===== config.mk =====
export PLATFORM = sky130hd
export DESIGN_NAME = ti_sbox_host_flat
export DESIGN_NICKNAME = d
export VERILOG_FILES = /design/src/rtl/ti_sbox_pkg.sv /design/src/rtl/ti_sbox_host_if.sv /design/src/rtl/ti_host_lfsr.sv /design/src/rtl/ti_sbox_host.sv /design/src/flat_wrapper.sv
export SDC_FILE = /design/constraint.sdc
export NUM_CORES = 1
export LEC_CHECK = 0
export CELL_PAD_IN_SITES_DETAIL_PLACEMENT = 0
export CELL_PAD_IN_SITES_GLOBAL_PLACEMENT = 1
export CORE_MARGIN = 1
export CORE_UTILIZATION = 41
export DETAILED_ROUTE_END_ITERATION = 12
export GPL_ROUTABILITY_DRIVEN = 0
export MAX_ROUTING_LAYER = met4
export PLACE_DENSITY_LB_ADDON = 0.1
export SLEW_MARGIN = 5
export SYNTH_ARGS = -nofsm -noshare
export SYNTH_HDL_FRONTEND = slang
export SYNTH_HIERARCHICAL = 1
export SYNTH_SLANG_ARGS = --single-unit

===== constraint.sdc =====
create_clock -name clk -period 2.5 [get_ports clk]
set_clock_uncertainty 0.15 [all_clocks]
set_input_delay 0.75 -clock clk [delete_from_list [all_inputs] [get_ports clk]]
set_output_delay 0.75 -clock clk [all_outputs]
set_load 0.05 [all_outputs]

===== src/rtl/ti_sbox_pkg.sv =====
`default_nettype none
// ============================================================================
// Module   : ti_sbox_pkg
// Purpose  : Shared types and constants for the TI S-box host slice.
// Revision : 1.0 - initial release
// ============================================================================
package ti_sbox_pkg;

    typedef enum logic [2:0] {
        ST_IDLE = 3'd0,
        ST_PREP = 3'd1,
        ST_LOAD = 3'd2,
        ST_WAIT = 3'd3,
        ST_SKIP = 3'd4,
        ST_CAP  = 3'd5,
        ST_DONE = 3'd6
    } state_t;

    localparam int NUM_IN_BYTES = 5;
    localparam int NUM_SHARES   = 3;

    // Right-shifting Galois form of x^32+x^22+x^2+x+1
    localparam logic [31:0] LFSR_POLY = 32'h8020_0003;
    localparam logic [31:0] LFSR_SEED = 32'hACE1_2468;

    // Golden AES S-box, referenced by benches only
    localparam logic [0:255][7:0] SBOX_TABLE = {
        8'h63, 8'h7c, 8'h77, 8'h7b, 8'hf2, 8'h6b, 8'h6f, 8'hc5, 8'h30, 8'h01, 8'h67, 8'h2b, 8'hfe, 8'hd7, 8'hab, 8'h76,
        8'hca, 8'h82, 8'hc9, 8'h7d, 8'hfa, 8'h59, 8'h47, 8'hf0, 8'had, 8'hd4, 8'ha2, 8'haf, 8'h9c, 8'ha4, 8'h72, 8'hc0,
        8'hb7, 8'hfd, 8'h93, 8'h26, 8'h36, 8'h3f, 8'hf7, 8'hcc, 8'h34, 8'ha5, 8'he5, 8'hf1, 8'h71, 8'hd8, 8'h31, 8'h15,
        8'h04, 8'hc7, 8'h23, 8'hc3, 8'h18, 8'h96, 8'h05, 8'h9a, 8'h07, 8'h12, 8'h80, 8'he2, 8'heb, 8'h27, 8'hb2, 8'h75,
        8'h09, 8'h83, 8'h2c, 8'h1a, 8'h1b, 8'h6e, 8'h5a, 8'ha0, 8'h52, 8'h3b, 8'hd6, 8'hb3, 8'h29, 8'he3, 8'h2f, 8'h84,
        8'h53, 8'hd1, 8'h00, 8'hed, 8'h20, 8'hfc, 8'hb1, 8'h5b, 8'h6a, 8'hcb, 8'hbe, 8'h39, 8'h4a, 8'h4c, 8'h58, 8'hcf,
        8'hd0, 8'hef, 8'haa, 8'hfb, 8'h43, 8'h4d, 8'h33, 8'h85, 8'h45, 8'hf9, 8'h02, 8'h7f, 8'h50, 8'h3c, 8'h9f, 8'ha8,
        8'h51, 8'ha3, 8'h40, 8'h8f, 8'h92, 8'h9d, 8'h38, 8'hf5, 8'hbc, 8'hb6, 8'hda, 8'h21, 8'h10, 8'hff, 8'hf3, 8'hd2,
        8'hcd, 8'h0c, 8'h13, 8'hec, 8'h5f, 8'h97, 8'h44, 8'h17, 8'hc4, 8'ha7, 8'h7e, 8'h3d, 8'h64, 8'h5d, 8'h19, 8'h73,
        8'h60, 8'h81, 8'h4f, 8'hdc, 8'h22, 8'h2a, 8'h90, 8'h88, 8'h46, 8'hee, 8'hb8, 8'h14, 8'hde, 8'h5e, 8'h0b, 8'hdb,
        8'he0, 8'h32, 8'h3a, 8'h0a, 8'h49, 8'h06, 8'h24, 8'h5c, 8'hc2, 8'hd3, 8'hac, 8'h62, 8'h91, 8'h95, 8'he4, 8'h79,
        8'he7, 8'hc8, 8'h37, 8'h6d, 8'h8d, 8'hd5, 8'h4e, 8'ha9, 8'h6c, 8'h56, 8'hf4, 8'hea, 8'h65, 8'h7a, 8'hae, 8'h08,
        8'hba, 8'h78, 8'h25, 8'h2e, 8'h1c, 8'ha6, 8'hb4, 8'hc6, 8'he8, 8'hdd, 8'h74, 8'h1f, 8'h4b, 8'hbd, 8'h8b, 8'h8a,
        8'h70, 8'h3e, 8'hb5, 8'h66, 8'h48, 8'h03, 8'hf6, 8'h0e, 8'h61, 8'h35, 8'h57, 8'hb9, 8'h86, 8'hc1, 8'h1d, 8'h9e,
        8'he1, 8'hf8, 8'h98, 8'h11, 8'h69, 8'hd9, 8'h8e, 8'h94, 8'h9b, 8'h1e, 8'h87, 8'he9, 8'hce, 8'h55, 8'h28, 8'hdf,
        8'h8c, 8'ha1, 8'h89, 8'h0d, 8'hbf, 8'he6, 8'h42, 8'h68, 8'h41, 8'h99, 8'h2d, 8'h0f, 8'hb0, 8'h54, 8'hbb, 8'h16
    };

endpackage
`default_nettype wire


===== src/rtl/ti_sbox_host_if.sv =====
`default_nettype none
// ============================================================================
// Module   : ti_sbox_host_if
// Purpose  : Pin bundle between the host initiator and the serial TI S-box port.
// Revision : 1.0 - initial release
// ============================================================================
interface ti_sbox_host_if;
    logic       dut_rst_n;
    logic       dut_load;
    logic [7:0] dut_data;
    logic       dut_ready;
    logic [7:0] dut_out;

    modport master (
        output dut_rst_n, dut_load, dut_data,
        input  dut_ready, dut_out
    );

    modport slave (
        input  dut_rst_n, dut_load, dut_data,
        output dut_ready, dut_out
    );
endinterface
`default_nettype wire


===== src/rtl/ti_host_lfsr.sv =====
`default_nettype none
// ============================================================================
// Module   : ti_host_lfsr
// Purpose  : 32-bit Galois LFSR randomness source for the TI S-box host.
// Revision : 1.0 - initial release
// ============================================================================
module ti_host_lfsr
    import ti_sbox_pkg::*;
(
    input  wire logic        clk,
    input  wire logic        rst_n,
    input  wire logic        en,
    output logic [31:0]      value
);

    logic [31:0] r_state;

    always_ff @(posedge clk or negedge rst_n) begin
        if (!rst_n) begin
            r_state <= LFSR_SEED;
        end else if (en) begin
            r_state <= {1'b0, r_state[31:1]} ^ (r_state[0] ? LFSR_POLY : 32'h0000_0000);
        end
    end

    assign value = r_state;

endmodule
`default_nettype wire


===== src/rtl/ti_sbox_host.sv =====
`default_nettype none
// ============================================================================
// Module   : ti_sbox_host
// Purpose  : Masks a byte into TI shares, streams it to the serial S-box port,
//            captures and recombines the output shares.
// Options  : TI_HOST_LFSR_EN - internal LFSR replaces rand_in as randomness.
// Revision : 1.0 - initial release
// ============================================================================
module ti_sbox_host
    import ti_sbox_pkg::*;
#(
    parameter int RST_CYCLES    = 1,
    parameter int CAPTURE_DELAY = 2,
    parameter int TIMEOUT       = 15
) (
    input  wire logic        clk,
    input  wire logic        rst_n,
    input  wire logic        start,
    input  wire logic [7:0]  data_in,
    input  wire logic [31:0] rand_in,
    output logic             busy,
    output logic             done,
    output logic [7:0]       result,
    output logic             err,
    ti_sbox_host_if.master   sbox
);

    localparam logic [7:0] c_RST_LAST  = 8'(RST_CYCLES - 1);
    localparam logic [7:0] c_LOAD_LAST = 8'(NUM_IN_BYTES);
    localparam logic [7:0] c_TO_LAST   = 8'(TIMEOUT - 1);
    localparam logic [7:0] c_SKIP_LAST = 8'(CAPTURE_DELAY - 2);
    localparam logic [7:0] c_CAP_LAST  = 8'(NUM_SHARES - 1);

    logic [31:0] w_rand;

`ifdef TI_HOST_LFSR_EN
    ti_host_lfsr u_lfsr (
        .clk   (clk),
        .rst_n (rst_n),
        .en    (1'b1),
        .value (w_rand)
    );
`else
    assign w_rand = rand_in;
`endif

    // Byte 0 goes out first: s1, s2, s3, R0, R1
    logic [NUM_IN_BYTES-1:0][7:0] w_bytes;
    assign w_bytes = {w_rand[31:24], w_rand[23:16],
                      data_in ^ w_rand[7:0] ^ w_rand[15:8],
                      w_rand[15:8], w_rand[7:0]};

    state_t                       r_state;
    logic [7:0]                   r_cnt;
    logic [NUM_IN_BYTES-1:0][7:0] r_bytes;
    logic [NUM_SHARES-1:0][7:0]   r_sh;
    logic                         r_busy;
    logic                         r_done;
    logic                         r_err;
    logic [7:0]                   r_result;
    logic                         r_dut_rst_n;
    logic                         r_dut_load;
    logic [7:0]                   r_dut_data;

    always_ff @(posedge clk or negedge rst_n) begin
        if (!rst_n) begin
            r_state     <= ST_IDLE;
            r_cnt       <= 8'd0;
            r_bytes     <= '0;
            r_sh        <= '0;
            r_busy      <= 1'b0;
            r_done      <= 1'b0;
            r_err       <= 1'b0;
            r_result    <= 8'h00;
            r_dut_rst_n <= 1'b0;
            r_dut_load  <= 1'b0;
            r_dut_data  <= 8'h00;
        end else begin
            r_done <= 1'b0;
            case (r_state)
                ST_IDLE: begin
                    r_dut_rst_n <= 1'b1;
                    if (start) begin
                        r_bytes     <= w_bytes;
                        r_busy      <= 1'b1;
                        r_err       <= 1'b0;
                        r_dut_rst_n <= 1'b0;
                        r_cnt       <= 8'd0;
                        r_state     <= ST_PREP;
                    end
                end
                // Port reset re-arms its sticky ready flag
                ST_PREP: begin
                    if (r_cnt == c_RST_LAST) begin
                        r_dut_rst_n <= 1'b1;
                        r_dut_load  <= 1'b1;
                        r_dut_data  <= r_bytes[0];
                        r_bytes     <= {8'h00, r_bytes[NUM_IN_BYTES-1:1]};
                        r_cnt       <= 8'd1;
                        r_state     <= ST_LOAD;
                    end else begin
                        r_cnt <= r_cnt + 8'd1;
                    end
                end
                ST_LOAD: begin
                    if (r_cnt == c_LOAD_LAST) begin
                        r_dut_load <= 1'b0;
                        r_dut_data <= 8'h00;
                        r_cnt      <= 8'd0;
                        r_state    <= ST_WAIT;
                    end else begin
                        r_dut_data <= r_bytes[0];
                        r_bytes    <= {8'h00, r_bytes[NUM_IN_BYTES-1:1]};
                        r_cnt      <= r_cnt + 8'd1;
                    end
                end
                ST_WAIT: begin
                    if (sbox.dut_ready) begin
                        r_cnt <= 8'd0;
                        if (CAPTURE_DELAY > 1) begin
                            r_state <= ST_SKIP;
                        end else begin
                            r_state <= ST_CAP;
                        end
                    end else if (r_cnt == c_TO_LAST) begin
                        r_err   <= 1'b1;
                        r_cnt   <= 8'd0;
                        r_state <= ST_DONE;
                    end else begin
                        r_cnt <= r_cnt + 8'd1;
                    end
                end
                ST_SKIP: begin
                    if (r_cnt == c_SKIP_LAST) begin
                        r_cnt   <= 8'd0;
                        r_state <= ST_CAP;
                    end else begin
                        r_cnt <= r_cnt + 8'd1;
                    end
                end
                ST_CAP: begin
                    r_sh <= {sbox.dut_out, r_sh[NUM_SHARES-1:1]};
                    if (r_cnt == c_CAP_LAST) begin
                        r_cnt   <= 8'd0;
                        r_state <= ST_DONE;
                    end else begin
                        r_cnt <= r_cnt + 8'd1;
                    end
                end
                // Scrub mask-correlated state once the result is out
                ST_DONE: begin
                    r_result <= r_err ? 8'h00 : (r_sh[0] ^ r_sh[1] ^ r_sh[2]);
                    r_done   <= 1'b1;
                    r_busy   <= 1'b0;
                    r_bytes  <= '0;
                    r_sh     <= '0;
                    r_cnt    <= 8'd0;
                    r_state  <= ST_IDLE;
                end
                default: begin
                    r_state <= ST_IDLE;
                end
            endcase
        end
    end

    assign busy           = r_busy;
    assign done           = r_done;
    assign err            = r_err;
    assign result         = r_result;
    assign sbox.dut_rst_n = r_dut_rst_n;
    assign sbox.dut_load  = r_dut_load;
    assign sbox.dut_data  = r_dut_data;

endmodule
`default_nettype wire


===== src/flat_wrapper.sv =====
// flat-port wrapper written by rule: the top's interface ports become plain ports
module ti_sbox_host_flat import ti_sbox_pkg::*;
#(
    parameter int RST_CYCLES    = 1,
    parameter int CAPTURE_DELAY = 2,
    parameter int TIMEOUT       = 15
)
  (clk, rst_n, start, data_in, rand_in, busy, done, result, err, sbox_dut_rst_n, sbox_dut_load, sbox_dut_data, sbox_dut_ready, sbox_dut_out);
  ti_sbox_host_if sbox_i ();
  input  wire logic clk;
  input  wire logic rst_n;
  input  wire logic start;
  input  wire logic [7:0] data_in;
  input  wire logic [31:0] rand_in;
  output logic busy;
  output logic done;
  output logic [7:0] result;
  output logic err;
  output wire logic [$bits(sbox_i.dut_rst_n)-1:0] sbox_dut_rst_n;
  output wire logic [$bits(sbox_i.dut_load)-1:0] sbox_dut_load;
  output wire logic [$bits(sbox_i.dut_data)-1:0] sbox_dut_data;
  input wire logic [$bits(sbox_i.dut_ready)-1:0] sbox_dut_ready;
  input wire logic [$bits(sbox_i.dut_out)-1:0] sbox_dut_out;
  assign sbox_dut_rst_n = sbox_i.dut_rst_n;
  assign sbox_dut_load = sbox_i.dut_load;
  assign sbox_dut_data = sbox_i.dut_data;
  assign sbox_i.dut_ready = sbox_dut_ready;
  assign sbox_i.dut_out = sbox_dut_out;
  ti_sbox_host #(.RST_CYCLES(RST_CYCLES), .CAPTURE_DELAY(CAPTURE_DELAY), .TIMEOUT(TIMEOUT)) u_core (.clk(clk), .rst_n(rst_n), .start(start), .data_in(data_in), .rand_in(rand_in), .busy(busy), .done(done), .result(result), .err(err), .sbox(sbox_i));
endmodule

After elaboration in Yosys (flattened, before gate mapping)
Index checks and enable logic that the tools add are counted.
- add/sub/neg operators: 1
- equality and inequality tests: 18
- muxes and demuxes: 37
- bitwise operators: 4
- reductions and logical operators: 17
- operators with widths (cell ; number):
    $pmux 40 s4 ; 1
    $mux 40 ; 3
    $mux 8 ; 10
    $pmux 8 s7 ; 1
    $pmux 24 s2 ; 1
    $xor 8x8->8 ; 4
    $mux 3 ; 7
    $pmux 3 s6 ; 1
    $pmux 8 s2 ; 1
    $ne 2x1->1 const B ; 5
    $reduce_bool 2->1 ; 5
    $eq 3x3->1 const B ; 3
    $add 8x1->8 const B ; 1
    $eq 8x2->1 const B ; 1
    $eq 8x3->1 const B ; 1
    $eq 8x4->1 const B ; 1
    $logic_not 8->1 ; 1
    $mux 1 ; 8
    $pmux 1 s2 ; 4
    $reduce_and 2->1 ; 4
    $reduce_and 4->1 ; 2
    $reduce_bool 7->1 ; 1
    $eq 3x2->1 const B ; 2
    $ne 2x2->1 const B ; 3
    6 further kinds ; 6
- bits in registers: 96
- word-level logic and storage cells: 94

Depth between registers and ports, before layout
- word-level depth: 4
- depth in mapped cells: 8
- depth with buffers taken out: 7

Least setup slack after synthesis
Ideal clock, no wire load.
- kind: flip-flop to flip-flop
- start point: register u_core.r_cnt[0]
- end point: register u_core.r_dut_data[5] (netlist: u_core/sbox.dut_data[5])
- arrival: 1.824 ns
- data required time: 2.214 ns
- slack: 0.390 ns
- cell stages (with the launch flop): 8
- buffers on the path: 2
- period minus slack after synthesis: 2.110 ns
- cell sequence: dfrtp_1 > clkbuf_1 > inv_1 > ha_1 > a311oi_1 > nand2b_1 > clkbuf_1 > o21ai_0
- longest elaborated chain between the ends: 3
- RTL lines (item ; line ; text):
    from (decl) ; ti_sbox_host.sv:54 ; logic [7:0] r_cnt;
    from (signal assigned) ; ti_sbox_host.sv:102 ; r_cnt <= r_cnt + 8'd1;
    from (signal assigned) ; ti_sbox_host.sv:114 ; r_cnt <= r_cnt + 8'd1;
    from (signal assigned) ; ti_sbox_host.sv:130 ; r_cnt <= r_cnt + 8'd1;
    $eq 8x3->1 or $logic_not 8->1 (tied branches) ; ti_sbox_host.sv:106, ti_sbox_host.sv:94 ;
    $mux 8 or $ne 2x1->1 (tied branches) ; -- ;
    $pmux 8 s2 or $reduce_and 2->1 (tied branches) ; -- ;
    to (signal assigned) ; ti_sbox_host.sv:97 ; r_dut_data <= r_bytes[0];
    to (signal assigned) ; ti_sbox_host.sv:112 ; r_dut_data <= r_bytes[0];
    to (decl) ; ti_sbox_host.sv:63 ; logic [7:0] r_dut_data;
Several ways; a longest one is shown, not always the timed one.
A chain may end at the register's enable or synchronous reset.

Worst setup path after layout
- start point: register u_core.r_result[7] (netlist: u_core/result[7])
- end point: output result[7]
- RTL lines (item ; line ; text):
    from (decl) ; ti_sbox_host.sv:60 ; logic [7:0] r_result;
    from (signal assigned) ; ti_sbox_host.sv:152 ; r_result <= r_err ? 8'h00 : (r_sh[0] ^ r_sh[1] ^ r_sh[2]);
    to (decl) ; flat_wrapper.sv:17 ; output logic [7:0] result;
No word-level cell between the ends.

==> metrics <==
outcome=complete, no violations; largest net degree at the start of global routing=between 40 and 50; maximum VDD drop=around 0.79 mV; Longest Clk Path Bufs=2; RR Startpoint=u_core/r_cnt[4]; via density per instance=5.220; combinational share of power=49.6%; most numerous cell in the Yosys netlist=dfrtp_1; CTS Buf Count=9; Levels on crit path=1; Internal Pwr Total=between 4 and 5 mW; WL met2=4.706 mm; final wirelength=between 10 and 15 mm; CP delay by family, top=buffers and inverters; Post-CTS Setup Inserts=0; first-pass GRT wire length=approximately 17 mm; Slew Limit Fails=0; Max Cap Viol=0; Ports=between 70 and 80; clk_lat worst skew=roughly 0.36 ns; total number of vias=~3600; WL met1=~5.2 mm; synthesis warning total=6; hold crit path type=primary input to asynchronous set/reset pin; Syn Inst Count=roughly 470; Register-to-Register Path Depth=6; iteration count of the initial detailed-routing pass=5; mapped cell area=0.004603 mm²; leakage=~2.6 nW; CP endpoint=result[7]; layout cells sized above 1=approximately 9.8%; EDFF count, synth=0; Final Setup Violations=0; Final WS setup=0.06887 ns; GRT overflow=0; top-area cell type share of the netlist area=between 50% and 60%; initial core utilization=a little over two fifths; cell at the slowest stage of the critical path=clkdlybuf4s50_1; sw power=between 3 and 4 mW; Crit path buffers/inverters=1; CP Launch Type=register; antenna violations before repair=0; Clock Power Share=between 15 and 20%; All-Layer GR Usage=19.87%; IO buf count=72; Post-Place Cells=about 680; non-filler cells, final=between 600 and 700; Post-DP HPWL=around 7.0 mm; max_slew headroom=between 50% and 60%; Net Sw Frac=42.28%; CP endpoint kind=primary output; Setup Crit Path Kind=register to primary output; Final period util=a little over nine tenths; register area share after synthesis=around 52%; ANT nets after route=0; Post-synth top cells=dfrtp_1 (96), nand2_1 (47), nor2_1 (47), a21oi_1 (41), o21ai_0 (28); Reg clk slew, reported paths=around 0.1 ns; Worst EP arrival=~1.5 ns; Place WS=-0.1535 ns; Worst Max-Slew Pin Slew=about 0.74 ns; final core occ=53.41%; Required @ worst endpoint=1.60 ns; DRC violations left=0; die area=around 0.012 mm²; Main synth FF type=dfrtp_1; max incr delay on CP=0.81 ns; Die Y=approximately 110 µm; met3 WL post-DR=362 µm; # rows=38; area leader, netlist=dfrtp_1; Area contributors post-synth=dfrtp_1 (52%), a22o_1 (5.1%), xnor2_1 (5.1%); Max Fanout on Critical Path=2; synthesis-stage register bit count=96; Async S/R FF share, synth=100.0%; Seq pwr share=a little over a third; DR top layer=met4; CP Launch Point=u_core/result[7]; vias in the first global route=3424; crit path cell chain=clkdlybuf4s50_1; Avg Synthesized Cell Area=just under 10 µm²; R2R Setup Slk=0.17 ns; syn_nets=approximately 530; fillers=roughly 1000; PD cells=1289 mW/mm²; Detailed Route Iter0 Violations=187; Netlist cell types=between 40 and 50; root buf cell=clkbuf_8; ANT cells=0; Routed wire per std cell=around 15 µm; FF-to-FF End=u_core/r_bytes[2]; Period minus WS final=2.431 ns; CTS tree=built; clk sink count=96; max frequency=a little over 400 MHz; CTS H-tree lvls=3; RSZ-0062 raised after global routing=no; Pwr Total=7.499 mW; NumNets Final=around 600; Final Hold Fails=0; Core Box Area=roughly 0.011 mm²; area growth from synthesis to layout=26.34%; Die Wd=108.0 µm
[registers in the layout, indices dropped and copies added, names as in the netlist]
register               cells
u_core/r_sh               24
u_core/sbox.dut_data       8
u_core/err                 1
u_core/r_bytes            40
u_core/done                1
u_core/r_cnt               8
u_core/sbox.dut_load       1
u_core/r_state             3
u_core/busy                1
u_core/sbox.dut_rst_n      1
u_core/result              8
[timing repair]
action | CTS | global route
hold endpoints to repair | 0 | 0
resized for setup | 0 | 2
hold buffers | 0 | 0
setup endpoints to repair | 0 | 2
[worst register-to-register path: stages (launching register included)]
cell	delay, ns
dfrtp_1	0.47
nor4_2	0.50
a41oi_1	0.25
o32ai_4	0.30
buf_4	0.36
nor2_1	0.09
a31oi_1	0.13
[routing by layer]
metal | vias up | GRT usage [%]
met2 | 79 | 29.62
li1 | 1801 | -
met4 | 0 | 5.284
met1 | 1728 | 28.07
met3 | 4 | 3.315
met5 | - | -
[cells by family after synthesis]
group / after synthesis / synth area share, %
AO/OA/AOI/OAI: 134 / 19.14
XOR/XNOR: 35 / 6.660
adder cells (fa/ha/maj): 4 / 1.087
buffers and inverters: 44 / 3.860
flip-flops: 96 / 52.19
multiplexers: 3 / 0.6795
AND/OR/NAND/NOR: 157 / 16.39
[metrics by stage]
stage,setup TNS (ns),area (µm²),hold slack [ns]
floorplan,0,4603,0.3044
detailed placement,-2.746,5583,0.3191
finish,0,5816,0.2191
global route,0,5816,0.2284
global placement,-2.286,5583,0.3137
CTS,0,5811,0.2219
[layout by cell type, fill, tap and decap left out, types with 6 or more instances in the layout]
cell type | Yosys | routed
a22oi_1 | 8 | 8
clkbuf_8 | 0 | 10
o21ai_0 | 28 | 28
nand3_1 | 25 | 25
a31oi_1 | 10 | 10
o21ai_1 | 6 | 6
clkdlybuf4s50_1 | 0 | 68
a21oi_1 | 41 | 40
and3_1 | 16 | 16
nand2_1 | 47 | 47
a22o_1 | 27 | 27
dfrtp_1 | 96 | 96
inv_1 | 13 | 13
nor2_1 | 47 | 47
buf_4 | 0 | 21
xor2_1 | 8 | 8
xnor2_1 | 27 | 27
[power groups by stage]
stage | Sequential (mW) | Clock [mW] | Combinational (mW)
floorplan | 2.95 | 0 | 2.30
global placement | 2.64 | 0 | 3.66
detailed placement | 2.65 | 0 | 3.73
CTS | 2.63 | 1.20 | 3.75
global route | 2.71 | 1.26 | 4.17
finish | 2.63 | 1.15 | 3.72
[how the worst min path moves through the flow]
stage                             from                 endpoint  slack, ns
2_1_floorplan                    rst_n              u_core/busy       0.30
3_3_place_gp   u_core/sbox.dut_data[3]  u_core/sbox.dut_data[3]       0.31
3_5_place_dp          u_core/result[1]         u_core/result[1]       0.32
4_1_cts                          rst_n          u_core/r_cnt[2]       0.22
5_1_grt                          rst_n          u_core/r_cnt[0]       0.23
6_report                         rst_n         u_core/result[1]       0.22
[final cells by class]
type	count	area [µm²]	area share (%)
Sequential cell	96	2402	41.31
Multi-Input combinational cell	333	2038	35.05
Timing Repair Buffer	94	923.4	15.88
Tap cell	140	175.2	3.012
Clock buffer	10	137.6	2.367
Clock inverter	6	90.09	1.549
Inverter	13	48.80	0.8391
Note: power is estimated with default switching activity, not from simulation.
==> edit (same settings) <==
The option `TI_HOST_LFSR_EN` is turned on by a define.
--- a/src/rtl/ti_sbox_host.sv
+++ b/src/rtl/ti_sbox_host.sv
@@ -8,2 +8,4 @@
 // ============================================================================
+`define TI_HOST_LFSR_EN
+
 module ti_sbox_host
Behaviour: not the same (a bounded check fails within 4 cycles, from zero or initial values and one cycle with rst_n low).
==> edit against the original RTL <==
Synthesized cell count rose by 16%; routed wire length increased by 23%; power up 47%; global-route usage decreased by 0.54 points; sequential cell count is 32 higher; largest cell class unchanged; non-clock buffer count shrank 26; worst setup slack worse by 0.015 ns; cell count rose by 14%; critical endpoint is now result[4]; synthesized area up 29%; cell area up 25%.
==> edit: results (changes against the original RTL) <==
outcome finished clean; share of layout cells above drive strength 1 19.0% (+9.2 points); CP top delay family buffers and inverters; CTS H-tree depth 4 (+1); non-filler cells, final 792 (+14%); Slew HR 58.7% (+8.0 points); R2R depth 7 (+1); Largest stage delay, worst path 0.80 ns; placed inst area 6690 sq um (+20%); compound-cell area share of the yosys netlist 15.0% (-4.2 points); placed cells 760 (+12%); max reg flops 40 (unchanged); Final #Nets 655 (+8.6%); Syn Area/Cell 10.9 sq um (+12%); P_int 6870 uW (+59%); cell area power density 1510 nW/um^2 (+17%); DR iter-0 viols 249 (+33%); multiplexer share of the synthesized area 7.59% (+6.9 points); first-pass GRT wire length 21600 um (+24%); Fillers 1223 (+20%); All-Layer GR Usage 19.3% (-0.54 points); # resized after CTS 5 (+5); Crit. Startpoint u_core/result[4]$_DFFE_PN0P_; Peak VDD IR 0.657 mV (-17%); port buffer count 40 (-44%); Placement Setup Slack -0.110 ns (+0.0437 ns); Reg with most FFs u_core/r_bytes; wire per inst 16.2 um (+7.9%); post-synthesis cell type count 50 (+11%); leakage 0.00336 uW (+29%); RR Endpoint u_core/sbox.dut_data[4]$_DFFE_PN0P_; Mapped Nets 603 (+14%); TritonRoute pass-1 iters 4 (-1); clk_lat worst skew 0.41 ns (+0.05 ns); sequential fraction of the synthesis area 54.1% (+1.9 points); Worst Path Max Fanout 2 (unchanged); Final HPWL DP 8260 um (+18%); ys async rst share 100% (unchanged); Area contributors post-synth dfrtp_1 48%, mux2_4 6.3%, dfstp_2 5.7%; CTS root buf clkbuf_16; R2R Setup Slk 0.29 ns (+0.12 ns); Num CTS Buffers 17 (+8); initial antenna violation count 0 (unchanged); largest net degree at the start of global routing 37 (-23%); yosys warns 6 (unchanged); number of global-route vias before repair 4218 (+23%); vias per cell 5.25 (+0.63%); CTS Buffer Depth 2 (unchanged); Post-Synth XOR/XNOR Area 5.59% (-1.1 points); CTS clk-pin slew, worst paths 0.06 ns (-0.04 ns); hold slack 0.165 ns (-0.0545 ns); Commonest cells post-synth 115 x dfrtp_1, 49 x nor2_1, 48 x nand2_1, 43 x a21oi_1, 30 x xnor2_1; adder-cell area share of the yosys netlist 0.841% (-0.25 points); Layout Utilization 51.9% (-1.5 points); Main synth FF type dfrtp_1; Reg-to-Reg Start u_core/r_state[0]$_DFFE_PN0P_
## edit: changes by cell type in the layout (fill, tap and decap cells not counted), sizes merged, moves of 3 or more
cell	change
clkinv	+4
dfstp	+13
buf	+5
dlymetal6s2s	+5
clkdlybuf4s50	-41
dfrtp	+19
clkbuf	+11
dlygate4sd2	+5
clkinvlp	+3
xnor2	+3
mux2	+29
## edit: how the worst max path moves through the flow
stage,end,slack (ns)
6_report,result[4],0.05
5_1_grt,sbox_dut_data[2],-0.01
4_1_cts,result[5],0.001
3_5_place_dp,u_core/r_bytes[17]$_DFFE_PN0P_,-0.11
3_3_place_gp,u_core/r_bytes[36]$_DFFE_PN0P_,-0.08
2_1_floorplan,u_core/sbox.dut_data[5]$_DFFE_PN0P_,0.39
## edit: layout make-up
type                       count  area share [%]
multi-input combinational    371            34.5
sequential                   128            44.2
tap                          180            3.09
clock inverter                11            1.55
inverter                      13           0.670
timing repair buffer          68            9.53
clock buffer                  21            6.46
## edit: cells by family (layout without fill, tap and decap cells)
kind of cell               after synthesis  count (layout)
and+or+nand+nor                        160             160
xor gates and xnor gates                38              38
buffers and inverters                   48             113
other                                    1               1
muxes                                   32              32
adders and majority gates                4               4
AOI/OAI and AO/OA                      136             136
DFF                                    128             128
## edit: metal layers
layer / routed length, um / track usage (%) / share of wire [%]
met1: 6350 / 26.2 / 50
met2: 5910 / 28.7 / 46
met5: 0 / - / 0
met3: 395 / 4.14 / 3.1
met4: 165 / 6.71 / 1.3
## edit: power groups by stage
stage	combinational [uW]	sequential, uW	clock [uW]
2_1_floorplan	3080	4020	0
3_3_place_gp	4750	3800	0
3_5_place_dp	4810	3840	0
4_1_cts	4830	3820	2460
5_1_grt	5350	3930	2560
6_report	4800	3810	2400
